==> src/rtl/run_ctrl_pkg.sv <==
`default_nettype none
// ============================================================================
// Module      : run_ctrl_pkg
// Description : Shared encodings for the run controller. These cover host
//               command ops, controller states and halt causes.
// Revision    : 1.0 - initial release
// ============================================================================
package run_ctrl_pkg;

    // Host command opcodes carried on cmd_op
    typedef enum logic [2:0] {
        OP_NOP     = 3'd0,
        OP_RUN     = 3'd1,
        OP_STEP    = 3'd2,
        OP_HALT    = 3'd3,
        OP_SET_BP  = 3'd4,
        OP_CLR_BP  = 3'd5,
        OP_CLR_CNT = 3'd6,
        OP_RSVD    = 3'd7
    } cmd_op_e;

    // Controller states; HALTED is the reset state
    typedef enum logic [1:0] {
        ST_HALTED = 2'd0,
        ST_RUN    = 2'd1,
        ST_STEP   = 2'd2
    } state_e;

    // Reason for the most recent entry into HALTED
    typedef enum logic [1:0] {
        CAUSE_HOST = 2'd0,
        CAUSE_STEP = 2'd1,
        CAUSE_BP   = 2'd2,
        CAUSE_SELF = 2'd3
    } halt_cause_e;

    localparam int RETIRE_W = 32;

endpackage
`default_nettype wire

==> src/rtl/run_ctrl_cnt.sv <==
`default_nettype none
// ============================================================================
// Module      : run_ctrl_cnt
// Description : Retired-instruction counter. It increments once per commit,
//               wraps naturally, and a clear in the same cycle as an
//               increment wins.
// Revision    : 1.0 - initial release
// ============================================================================
module run_ctrl_cnt
    import run_ctrl_pkg::*;
(
    input  logic                clk,
    input  logic                rstd,
    input  logic                inc,
    input  logic                clr,
    output logic [RETIRE_W-1:0] count
);

    logic [RETIRE_W-1:0] r_count;

    // Count commits; clear has priority over increment
    always_ff @(posedge clk) begin
        if (rstd) begin
            r_count <= '0;
        end else if (clr) begin
            r_count <= '0;
        end else if (inc) begin
            r_count <= r_count + {{(RETIRE_W-1){1'b0}}, 1'b1};
        end
    end

    assign count = r_count;

endmodule
`default_nettype wire

==> src/rtl/run_ctrl.sv <==
`default_nettype none
// ============================================================================
// Module      : run_ctrl
// Description : Run controller for the single-cycle processor. It decides
//               each cycle whether the instruction at pc commits, and it
//               supports host run/halt/step, a PC breakpoint and halt on a
//               self-loop.
//               Optional feature macro: RUN_CTRL_BP_EN (breakpoint logic).
// Revision    : 1.0 - initial release
// ============================================================================
module run_ctrl
    import run_ctrl_pkg::*;
#(
    parameter int STEP_W         = 16,
    parameter int SELF_LOOP_HALT = 1
)
(
    input  logic        clk,
    input  logic        rstd,
    input  logic        cmd_valid,
    output logic        cmd_ready,
    input  logic [2:0]  cmd_op,
    input  logic [31:0] cmd_arg,
    input  logic [31:0] pc,
    input  logic [31:0] nextpc,
    output logic        commit,
    output logic        running,
    output logic [1:0]  halt_cause,
    output logic        cmd_err,
    output logic [31:0] retired
);

    localparam logic [STEP_W-1:0] c_step_one = {{(STEP_W-1){1'b0}}, 1'b1};

    state_e            r_state;
    halt_cause_e       r_cause;
    logic [STEP_W-1:0] r_step_cnt;
    logic              r_cmd_err;

    cmd_op_e           w_op;
    logic              w_running;
    logic              w_bp_hit;
    logic              w_acc_run;
    logic              w_acc_step;
    logic              w_acc_halt;
    logic              w_clr_cnt;
    logic              w_cmd_bad;
    logic              w_self_loop;
    logic              w_step_last;
    logic [STEP_W-1:0] w_step_load;

    assign w_op        = cmd_op_e'(cmd_op);
    assign w_running   = (r_state != ST_HALTED);
    assign w_acc_run   = cmd_valid && (w_op == OP_RUN);
    assign w_acc_step  = cmd_valid && (w_op == OP_STEP);
    assign w_acc_halt  = cmd_valid && (w_op == OP_HALT);
    assign w_clr_cnt   = cmd_valid && (w_op == OP_CLR_CNT);
    // Reserved op, or a RUN/STEP that arrives while already running
    assign w_cmd_bad   = cmd_valid && ((w_op == OP_RSVD) ||
                         (w_running && ((w_op == OP_RUN) || (w_op == OP_STEP))));
    assign w_self_loop = (SELF_LOOP_HALT != 0) && (nextpc == pc);
    assign w_step_last = (r_state == ST_STEP) && (r_step_cnt == c_step_one);
    // A step count of zero still executes one instruction
    assign w_step_load = (cmd_arg[STEP_W-1:0] == '0) ? c_step_one
                                                     : cmd_arg[STEP_W-1:0];

    // Upper argument bits carry no meaning for step counts
    generate
        if (STEP_W < 32) begin : g_arg_unused
            logic w_unused_arg_hi;
            assign w_unused_arg_hi = ^cmd_arg[31:STEP_W];
        end
    endgenerate

`ifdef RUN_CTRL_BP_EN
    logic        r_bp_valid;
    logic [31:0] r_bp_addr;
    logic        r_skip_bp;

    // Skip lets a resumed run execute the instruction it stopped on
    assign w_bp_hit = r_bp_valid && (pc == r_bp_addr) && !r_skip_bp;

    // Breakpoint register, written by SET_BP and invalidated by CLR_BP
    always_ff @(posedge clk) begin
        if (rstd) begin
            r_bp_valid <= 1'b0;
            r_bp_addr  <= '0;
        end else if (cmd_valid && (w_op == OP_SET_BP)) begin
            r_bp_valid <= 1'b1;
            r_bp_addr  <= cmd_arg;
        end else if (cmd_valid && (w_op == OP_CLR_BP)) begin
            r_bp_valid <= 1'b0;
        end
    end

    // Arm the skip on an accepted RUN/STEP, drop it at the first commit
    always_ff @(posedge clk) begin
        if (rstd) begin
            r_skip_bp <= 1'b0;
        end else if (!w_running && (w_acc_run || w_acc_step)) begin
            r_skip_bp <= 1'b1;
        end else if (commit) begin
            r_skip_bp <= 1'b0;
        end
    end
`else
    assign w_bp_hit = 1'b0;
`endif

    // Run-state FSM with step counter, halt cause and error pulse
    always_ff @(posedge clk) begin
        if (rstd) begin
            r_state    <= ST_HALTED;
            r_cause    <= CAUSE_HOST;
            r_step_cnt <= '0;
            r_cmd_err  <= 1'b0;
        end else begin
            r_cmd_err <= w_cmd_bad;
            case (r_state)
                ST_HALTED: begin
                    if (w_acc_run) begin
                        r_state <= ST_RUN;
                    end else if (w_acc_step) begin
                        r_state    <= ST_STEP;
                        r_step_cnt <= w_step_load;
                    end
                end
                ST_RUN, ST_STEP: begin
                    if (w_bp_hit) begin
                        // No commit this cycle, so the step count is kept
                        r_state <= ST_HALTED;
                        r_cause <= CAUSE_BP;
                    end else begin
                        // Not stopped by a breakpoint means this cycle commits
                        if (r_state == ST_STEP) begin
                            r_step_cnt <= r_step_cnt - c_step_one;
                        end
                        if (w_self_loop) begin
                            r_state <= ST_HALTED;
                            r_cause <= CAUSE_SELF;
                        end else if (w_step_last) begin
                            r_state <= ST_HALTED;
                            r_cause <= CAUSE_STEP;
                        end else if (w_acc_halt) begin
                            r_state <= ST_HALTED;
                            r_cause <= CAUSE_HOST;
                        end
                    end
                end
                default: begin
                    r_state <= ST_HALTED;
                end
            endcase
        end
    end

    run_ctrl_cnt u_cnt (
        .clk   (clk),
        .rstd  (rstd),
        .inc   (commit),
        .clr   (w_clr_cnt),
        .count (retired)
    );

    assign cmd_ready  = 1'b1;
    assign commit     = w_running && !w_bp_hit;
    assign running    = w_running;
    assign halt_cause = r_cause;
    assign cmd_err    = r_cmd_err;

endmodule
`default_nettype wire

==> config.mk <==
export PLATFORM = sky130hd
export DESIGN_NAME = run_ctrl
export DESIGN_NICKNAME = d
export VERILOG_FILES = /design/src/rtl/run_ctrl_pkg.sv /design/src/rtl/run_ctrl_cnt.sv /design/src/rtl/run_ctrl.sv
export SDC_FILE = /design/constraint.sdc
export NUM_CORES = 1
export LEC_CHECK = 0
export ABC_AREA = 1
export CORE_MARGIN = 5
export CORE_UTILIZATION = 31
export CTS_BUF_LIST = sky130_fd_sc_hd__clkbuf_16
export DETAILED_ROUTE_END_ITERATION = 10
export SYNTH_ARGS = -nofsm -noshare
export SYNTH_HDL_FRONTEND = slang
export SYNTH_HIERARCHICAL = 1
export SYNTH_SLANG_ARGS = --single-unit
==> constraint.sdc <==
create_clock -name clk -period 1.65 [get_ports clk]
set_input_delay 0.4125 -clock clk [delete_from_list [all_inputs] [get_ports clk]]
set_output_delay 0.4125 -clock clk [all_outputs]
set_load 0.05 [all_outputs]
== Yosys cells after proc, flatten, opt, wreduce, memory -nomap -nowiden ==
Cells that the tools add are included.

* Flip-flop bits (word level): 53
* Input port bits: 102
* Word-level logic and storage cells: 53

* $add $sub $neg: 2
* Eq/ne operators: 14
* Mux-type cells: 13
* Reductions and logical operators: 19

{| class="wikitable"
|+ Operators with widths
! cell !! number
|-
| 2-to-1 mux 16 bit || 4
|-
| adder 32 x 1 -> 32 bit, second input constant || 1
|-
| == test 32 bit || 1
|-
| one-hot mux 16 bit (2 select lines) || 1
|-
| == test 16 x 1 -> 1 bit, second input constant || 1
|-
| logical NOT 16 bit || 1
|-
| subtractor 16 x 1 -> 16 bit, second input constant || 1
|-
| 2-to-1 mux 2 bit || 7
|-
| logical AND 1 bit || 7
|-
| == test 3 x 2 -> 1 bit, second input constant || 2
|-
| == test 3 bit, second input constant || 2
|-
| != test 2 bit, second input constant || 3
|-
| != test 4 bit, second input constant || 1
|-
| one-hot mux 2 bit (2 select lines) || 1
|-
| AND reduction 2 bit || 2
|-
| AND reduction 4 bit || 1
|-
| nonzero test 2 bit || 2
|-
| OR reduction 2 bit || 2
|-
| == test 3 x 1 -> 1 bit, second input constant || 1
|-
| != test 3 bit, second input constant || 1
|-
| nonzero test 3 bit || 1
|-
| == test 2 x 1 -> 1 bit, second input constant || 1
|-
| == test 2 bit, second input constant || 1
|-
| logical NOT 2 bit || 1
|-
| logical OR 1 bit || 2
|}

== Longest topological paths before layout ==
Gate-level depths: netlist of the first run.

* Depth after elaboration: 6
* Depth in mapped cells: 12
* Depth with buffers taken out: 12

== Cells and area by module ==
Netlist of the first run, hierarchy kept.

{| class="wikitable"
|+ Modules (own cells, without submodules)
! module !! times used !! cells an instance !! area an instance (µm²) !! seq. area each (µm²)
|-
| run_ctrl || 1 || 319 || 1940.6 || 420.4
|-
| run_ctrl_cnt || 1 || 284 || 1840.5 || 640.6
|}

== Worst setup path after synthesis of the first run ==
No wires, ideal clock.

* Kind: flip-flop to flip-flop
* From: reg r_state[0]
* To: reg u_cnt.r_count[24], in the netlist u_cnt/count[24]
* Library setup time: 0.117 ns
* Data arrival time: 1.682 ns
* Data required time: 1.533 ns
* Slack: -0.149 ns
* Cell stages (with the launch flop): 12
* Buffers on the path: 1
* Cell sequence: dfxtp_1 -> inv_1 -> ha_1 -> inv_2 -> buf_6 -> nand2_4 -> nor2_4 -> nand3_4 -> nor2_2 -> nand3_1 -> nand2_1 -> nor2_1

* Word-level cells in the longest chain between the ends: 1

{| class="wikitable"
|+ Ends and longest elaborated chain
! item !! line !! RTL
|-
| from (decl) || run_ctrl.sv:35 || <nowiki>state_e r_state;</nowiki>
|-
| from (signal assigned) || run_ctrl.sv:113 || <nowiki>r_state <= ST_HALTED;</nowiki>
|-
| from (signal assigned) || run_ctrl.sv:122 || <nowiki>r_state <= ST_RUN;</nowiki>
|-
| from (signal assigned) || run_ctrl.sv:124 || <nowiki>r_state <= ST_STEP;</nowiki>
|-
| nonzero test 2 bit || run_ctrl.sv:53 || <nowiki>assign w_running = (r_state != ST_HALTED);</nowiki>
|-
| named net commit || run_ctrl.sv:26 || <nowiki>output logic commit,</nowiki>
|-
| to (signal assigned) || run_ctrl_cnt.sv:28 || <nowiki>r_count <= r_count + {{(RETIRE_W-1){1'b0}}, 1'b1};</nowiki>
|-
| to (decl) || run_ctrl_cnt.sv:19 || <nowiki>logic [RETIRE_W-1:0] r_count;</nowiki>
|}

The timed path passes the listed nets, and every way through them passes these cells.
A chain may end at the register's enable or synchronous reset.

== Worst setup path after layout of the first run ==
* From: reg r_state[0]
* To: reg r_step_cnt[4]

* Word-level cells in the longest chain between the ends: 4
* Elaborated cells between the ends (all ways): 10
* Those cells by class: eq/ne (5); mux (1); reduce/logical (4)

{| class="wikitable"
|+ Ends and longest elaborated chain
! item !! line !! RTL
|-
| == test 2 bit / == test 2 x 1 -> 1 bit (equally long branches) || run_ctrl.sv:119, run_ctrl.sv:135 ||
|-
| OR reduction 2 bit || run_ctrl.sv:119 || <nowiki>case (r_state)</nowiki>
|-
| != test 2 bit (no source line) / nonzero test 2 bit (equally long branches) || - ||
|-
| AND reduction 4 bit (no source line) || - ||
|-
| to (signal assigned) || run_ctrl.sv:125 || <nowiki>r_step_cnt <= w_step_load;</nowiki>
|-
| to (signal assigned) || run_ctrl.sv:136 || <nowiki>r_step_cnt <= r_step_cnt - c_step_one;</nowiki>
|-
| to (decl) || run_ctrl.sv:37 || <nowiki>logic [STEP_W-1:0] r_step_cnt;</nowiki>
|}

Several ways; a longest one is shown, not always the timed one.

==> results.yml, run 1 <==
cells_and_area:
  drive_above_1_share_pct: 21.6
  diodes: 0
  nets: 873
  fin_cells: 914
  n_fill_cell: 1170
  multiInputGateArea_um2: 2450
  regArea_um2: 1070
  final_util_pct: 52.2
  area_growth_syn_to_layout_pct: 65.1
floorplan:
  core_area_um2: 12000
  start_util_pct: 31.6
  die_y_um: 120
  ioPinCount: 140
  dieArea_um2: 14500
  rows: 40
  die_w_um: 120
critical_path:
  path_buf_inv: 3
  cp_top_family: "compound AO/OA/AOI/OAI gates"
  reg2reg_to: "r_step_cnt[4]"
  startpoint: "r_state[0]"
  required_ns: 1.88
  arrival_ns: 1.84
  reg2regPathDepth: 10
  critPathLaunchType: "register"
  worst-r2r-setup-slack_ns: 0.04
  critical_path_class: "reg2reg"
  cpMaxStageDelayCell: "dfxtp_2"
  max_stage_delay_ns: 0.34
  path_cells: "inv_2 -> ha_4 -> nand2_2 -> o21ai_2 -> a21boi_4 -> buf_6 -> inv_8 -> a221oi_2 -> a21oi_1 -> nor2_1"
  path_max_fanout: 8
  rr_startpoint: "r_state[0]"
  cp.depth: 10
  worst_setup_path_end_kind: "register"
  endpoint: "r_step_cnt[4]"
synthesis:
  ys_types: 40
  synthTopCellsByCount: "159 x nand2_1, 85 x nor2_1, 76 x inv_1, 53 x dfxtp_1, 44 x a21oi_1"
  yosysMostFrequentCell: "nand2_1"
  synth_ff_type: "dfxtp_1"
  synth-edff-count: 0
  syn_inst: 603
  syn_nets: 710
  avgSynthCellArea_um2: 6.27
  syn-cell-area_um2: 3780
  synth_top_cell_area_share_pct: 28.1
  yosysTopAreaCell: "dfxtp_1"
  ys.warnings.count: 6
  synth-seq-cells: 53
  async_flop_share_pct: 0
  ys_top_cells_by_area: "dfxtp_1 28%, nand2_1 16%, nor2_1 8.4%, inv_1 7.5%, a21oi_1 5.8%"
  synth_seq_area_share_pct: 28.1
pwr:
  total_power_w: 0.00515
  p_int_w: 0.00320
  p_sw_share_pct: 37.8
  power_density_nw_per_um2: 825
  clock_power_share_pct: 19.8
  seqPwrFrac_pct: 29.9
  leakage_nw: 2.95
  vdd_ir_drop_max_mv: 0.631
  p_comb_share_pct: 50.3
  p_switching_w: 0.00195
timing:
  skew_ns: 0.00734
  rsz0062_at_grt: "yes"
  finalHoldViolCount: 0
  max_freq_mhz: 622
  fin_crit_ns: 1.61
  fin_setup_tns_ns: 0
  setup_viol: 0
  finalCritPeriodShare_pct: 97.4
  final-max-slew-violation-count: 0
grt:
  antenna_found_initial: 0
  gr-total-overflow: 0
  grt_pass1_wl_mm: 18.4
  grt_pass1_vias: 4086
  grt_max_degree: 22
  grt_usage_pct: 15.1
clocking:
  ctsHoldBuffers: 0
  cts-root-buf: "clkbuf_16"
  cts_tree: "built"
  clock-sinks: 53
  path_clk_slew_ns: 0.07
  clock_latency_ns: 0.29
  cts_made_buffers: 5
  htree_levels: 2
  clockBufferDepth: 2
place:
  port_buffers: 122
  dp.final_hpwl_mm: 9.13
  placed_cells: 890
  place.gp.congestion: 0.877
routing:
  post_drt_wl_per_cell_um: 12.6
  drcViolationCount: 0
  drt_wl_total_mm: 11.5
  num_vias: 4258
  viasPerCell: 4.66
  ant_nets: 0
  first_iter_violations: 200
  first_pass_iters: 4
status:
  status: "finished, final reports clean"
min_path:
  min_path_type: "reg2reg"
flow_run:
  drv_cap: 0
[worst min-delay path, stage by stage (launching register included)]
cell	delay, ns
dfxtp_1	0.31
nand2_1	0.06
a21oi_1	0.05
[registers in the layout (all words and copies together), names as in the netlist]
name / flops
cmd_err: 1
halt_cause: 2
r_state: 2
r_step_cnt: 16
u_cnt/count: 32
[cell type report]
cell class | count | area share (%)
sequential | 53 | 17.1
tap | 147 | 2.95
timing repair inverter | 1 | 0.120
multi-input combinational | 457 | 39.3
timing repair buffer | 167 | 33.1
clock inverter | 3 | 0.220
inverter | 81 | 5.21
clock buffer | 5 | 2.00
[worst min-delay path by stage]
| stage | start | end | depth (start not counted) |
|---|---|---|---|
| 2_1_floorplan | r_step_cnt[11] | r_step_cnt[11] | 2 |
| 3_3_place_gp | r_step_cnt[11] | r_step_cnt[11] | 2 |
| 3_5_place_dp | r_step_cnt[11] | r_step_cnt[11] | 2 |
| 4_1_cts | r_step_cnt[11] | r_step_cnt[11] | 2 |
| 5_1_grt | halt_cause[1] | halt_cause[1] | 2 |
| 6_report | r_step_cnt[11] | r_step_cnt[11] | 2 |
[layout by cell type, fill, tap and decap left out, types with 3 or more instances in the layout]
master           synthesis  routed
a21oi_2                  0       3
nor2_1                  85      80
nor2_2                  12      13
clkdlybuf4s50_1          0      35
inv_2                    3       9
nand4_1                 16      16
clkbuf_16                0       5
dfxtp_1                 53      48
xnor2_1                 25      25
nand2_1                159     155
nand3_1                 32      29
nor3_2                   3       3
dlygate4sd2_1            0       4
o21ai_0                 25      21
dlymetal6s2s_1           0      46
inv_1                   76      69
nor2_4                   7      11
buf_12                   0      37
nand3_2                  2       4
dfxtp_2                  0       5
nor3_1                   6       6
nand2_2                  6       9
buf_6                    3       4
xor2_1                   4       4
a21oi_1                 44      41
buf_4                    3      38
a31oi_1                  3       3
o21ai_1                  2       4
nor4_1                   6       5
[layer usage]
metal	part of all wire [%]	vias up	track usage [%]
li1	-	2242	-
met3	3.2	13	2.01
met4	1.4	0	3.90
met2	54	78	29.0
met1	42	1925	17.4
met5	0	-	0
[through the flow]
| stage | instance area (um^2) | worst slack, ns | hold slack (ns) |
|---|---|---|---|
| after global placement | 5700 | -0.285 | 0.449 |
| final | 6240 | 0.0421 | 0.463 |
| after global routing | 6240 | -0.0488 | 0.520 |
| after CTS | 5940 | 0.0199 | 0.468 |
| after floorplan | 3790 | 0.00528 | 0.439 |
| after detailed placement | 5700 | -0.362 | 0.460 |
[repair_timing]
action	CTS	global route
pin swaps	3	52
setup endpoints to repair	18	28
gates resized for setup	16	90
cloned	0	2
buffers inserted	8	7
[power groups by stage]
stage	sequential (W)	clock (W)	combinational, W
2_1_floorplan	0.00155	0	0.00138
3_3_place_gp	0.00155	0	0.00207
3_5_place_dp	0.00155	0	0.00210
4_1_cts	0.00152	0.00105	0.00227
5_1_grt	0.00156	0.00110	0.00286
6_report	0.00154	0.00102	0.00259
[logic make-up (layout without fill, tap and decap cells)]
family,after synthesis,in the layout,synth area share [%]
AO/OA/AOI/OAI,81,81,11.9
buffers and inverters,93,257,10.4
AND/OR/NAND/NOR,341,341,41.1
XOR/XNOR,29,29,6.72
flip-flops,53,53,28.1
other,1,1,0.0992
adder cells (fa/ha/maj),5,5,1.65
Power figures use the tool's default switching activity.
==> run 2, diff against run 1 <==
- clock period: 1.65 -> 1.4 ns (I/O delays scaled with it)
==> results.yml, run 2 (synthesis gave the netlist of run 1 again) <==
status:
  status: "finished with violations"
  violations: "negative setup slack"
cells_and_area:
  multiInputGateArea_um2: 2760
  final_common_cell: "nand2_1"
  fin_cells: 975
  regArea_um2: 1110
  largest_reg_flops: 32
  nets: 934
  mostFrequentLayoutCells: "144 x nand2_1, 75 x buf_4, 70 x nor2_1"
  diodes: 0
  area_growth_syn_to_layout_pct: 87.2
  n_fill_cell: 1082
  final_util_pct: 59.2
  drive_above_1_share_pct: 37.7
critical_path:
  critical_path_class: "reg2reg"
  arrival_ns: 1.86
  max_stage_delay_ns: 0.35
  required_ns: 1.62
  critPathLaunchType: "register"
  path_max_fanout: 8
  cpMaxStageDelayCell: "dfxtp_2"
  worst_setup_path_end_kind: "register"
  path_cells: "inv_2 -> ha_4 -> buf_6 -> clkinvlp_4 -> buf_4 -> o21ai_0 -> nand2_1 -> a21oi_1"
  path_buf_inv: 4
  cp_top_family: "buffers and inverters"
pwr:
  vdd_ir_drop_max_mv: 0.581
  leakage_nw: 3.04
  power_density_nw_per_um2: 1040
  total_power_w: 0.00735
place:
  port_buffers: 122
  post-place-ws_ns: -0.522
  placed_cells: 930
  place.gp.congestion: 0.930
  dp.final_hpwl_mm: 9.32
floorplan:
  dieArea_um2: 14500
  start_util_pct: 31.6
  ioPinCount: 140
  die_y_um: 120
  die_w_um: 120
  rows: 40
  core_area_um2: 12000
clocking:
  cts_tree: "built"
  clock-sinks: 53
  cts-root-buf: "clkbuf_16"
  htree_levels: 2
  cts_made_buffers: 5
  path_clk_slew_ns: 0.06
  clockBufferDepth: 2
  ctsHoldBuffers: 0
  clock_latency_ns: 0.29
grt:
  antenna_found_initial: 0
  grt_pass1_vias: 4515
  grt_max_degree: 22
  grt_pass1_wl_mm: 20.3
  gr-total-overflow: 0
  grt_usage_pct: 16.6
timing:
  max_freq_mhz: 608
  finalCritPeriodShare_pct: 117
  skew_ns: 0.00652
  finalWorstSetupSlack_ns: -0.243
  fin_crit_ns: 1.64
  rsz0062_at_grt: "yes"
  fin_hold_ws_ns: 0.473
  setup_viol: 42
  final-max-slew-violation-count: 0
  finalHoldViolCount: 0
routing:
  first_pass_iters: 4
  ant_nets: 0
  viasPerCell: 4.75
  drt_wl_total_mm: 12.9
  first_iter_violations: 353
  num_vias: 4632
  drcViolationCount: 0
  post_drt_wl_per_cell_um: 13.3
min_path:
  min_path_type: "reg2reg"
flow_run:
  drv_cap: 0
## run 2: changes by cell type in the layout (fill, tap and decap cells not counted), moves of 11 or more
cell | previous run | this run
nor2_4 | 11 | 24
dfxtp_2 | 5 | 29
dfxtp_1 | 48 | 21
nand3_1 | 29 | 14
o21ai_0 | 21 | 7
buf_6 | 4 | 22
nand2_2 | 9 | 21
buf_4 | 38 | 75
nand3_2 | 4 | 18
clkdlybuf4s50_1 | 35 | 17
dlygate4sd2_1 | 4 | 68
dlymetal6s2s_1 | 46 | 0
nand2_1 | 155 | 144
## run 2: final timing paths
path	startpoint	endpoint	slack [ns]	depth (start not counted)
max reg2reg	r_state[1]	r_step_cnt[9]	-0.24	8
min reg2reg	r_step_cnt[11]	r_step_cnt[11]	0.47	2
min	r_step_cnt[11]	r_step_cnt[11]	0.47	2
max	r_state[1]	r_step_cnt[9]	-0.24	8
## run 2: what timing repair did
| action | in CTS | in global routing |
|---|---|---|
| buffers inserted | 16 | 18 |
| resized for setup | 129 | 94 |
| pin swaps | 75 | 60 |
| cloned | 3 | 3 |
| setup endpoints to repair | 54 | 47 |
## run 2: per-layer routing
metal / vias to the layer above / part of all wire [%] / GRT usage (%)
met5: - / 0 / 0
met2: 127 / 53 / 31.9
met4: 0 / 1.9 / 4.82
li1: 2375 / - / -
met1: 2106 / 41 / 18.5
met3: 24 / 4.1 / 3.09
## run 2: area by class of cell
class | instances | area share [%]
flip-flops and latches | 53 | 15.7
multi-input cells | 457 | 39.0
clock buffers | 5 | 1.77
inverters | 81 | 4.70
repair buffers | 229 | 36.1
well taps | 147 | 2.60
clock inverters | 3 | 0.212
## run 2: through the flow
step           cell area, um^2  setup TNS (ns)
4_1_cts                   6580           -3.21
3_5_place_dp              6130          -22.84
6_report                  7080           -5.23
3_3_place_gp              6130          -20.33
2_1_floorplan             3880           -2.86
5_1_grt                   7080           -9.06
## run 2: worst register-to-register path: stages, from the launching register on
cell and delay (ns):
dfxtp_2 0.35, inv_2 0.05, ha_4 0.28, buf_6 0.10, clkinvlp_4 0.19, buf_4 0.21, o21ai_0 0.16, nand2_1 0.10
a21oi_1 0.13
## run 2: power by group
group | leakage [nW] | switching, W | internal [W]
sequential | 0.446 | 0.000161 | 0.00166
clock | 0.0724 | 0.000555 | 0.000652
combinational | 2.52 | 0.00206 | 0.00226
total | 3.04 | 0.00278 | 0.00457
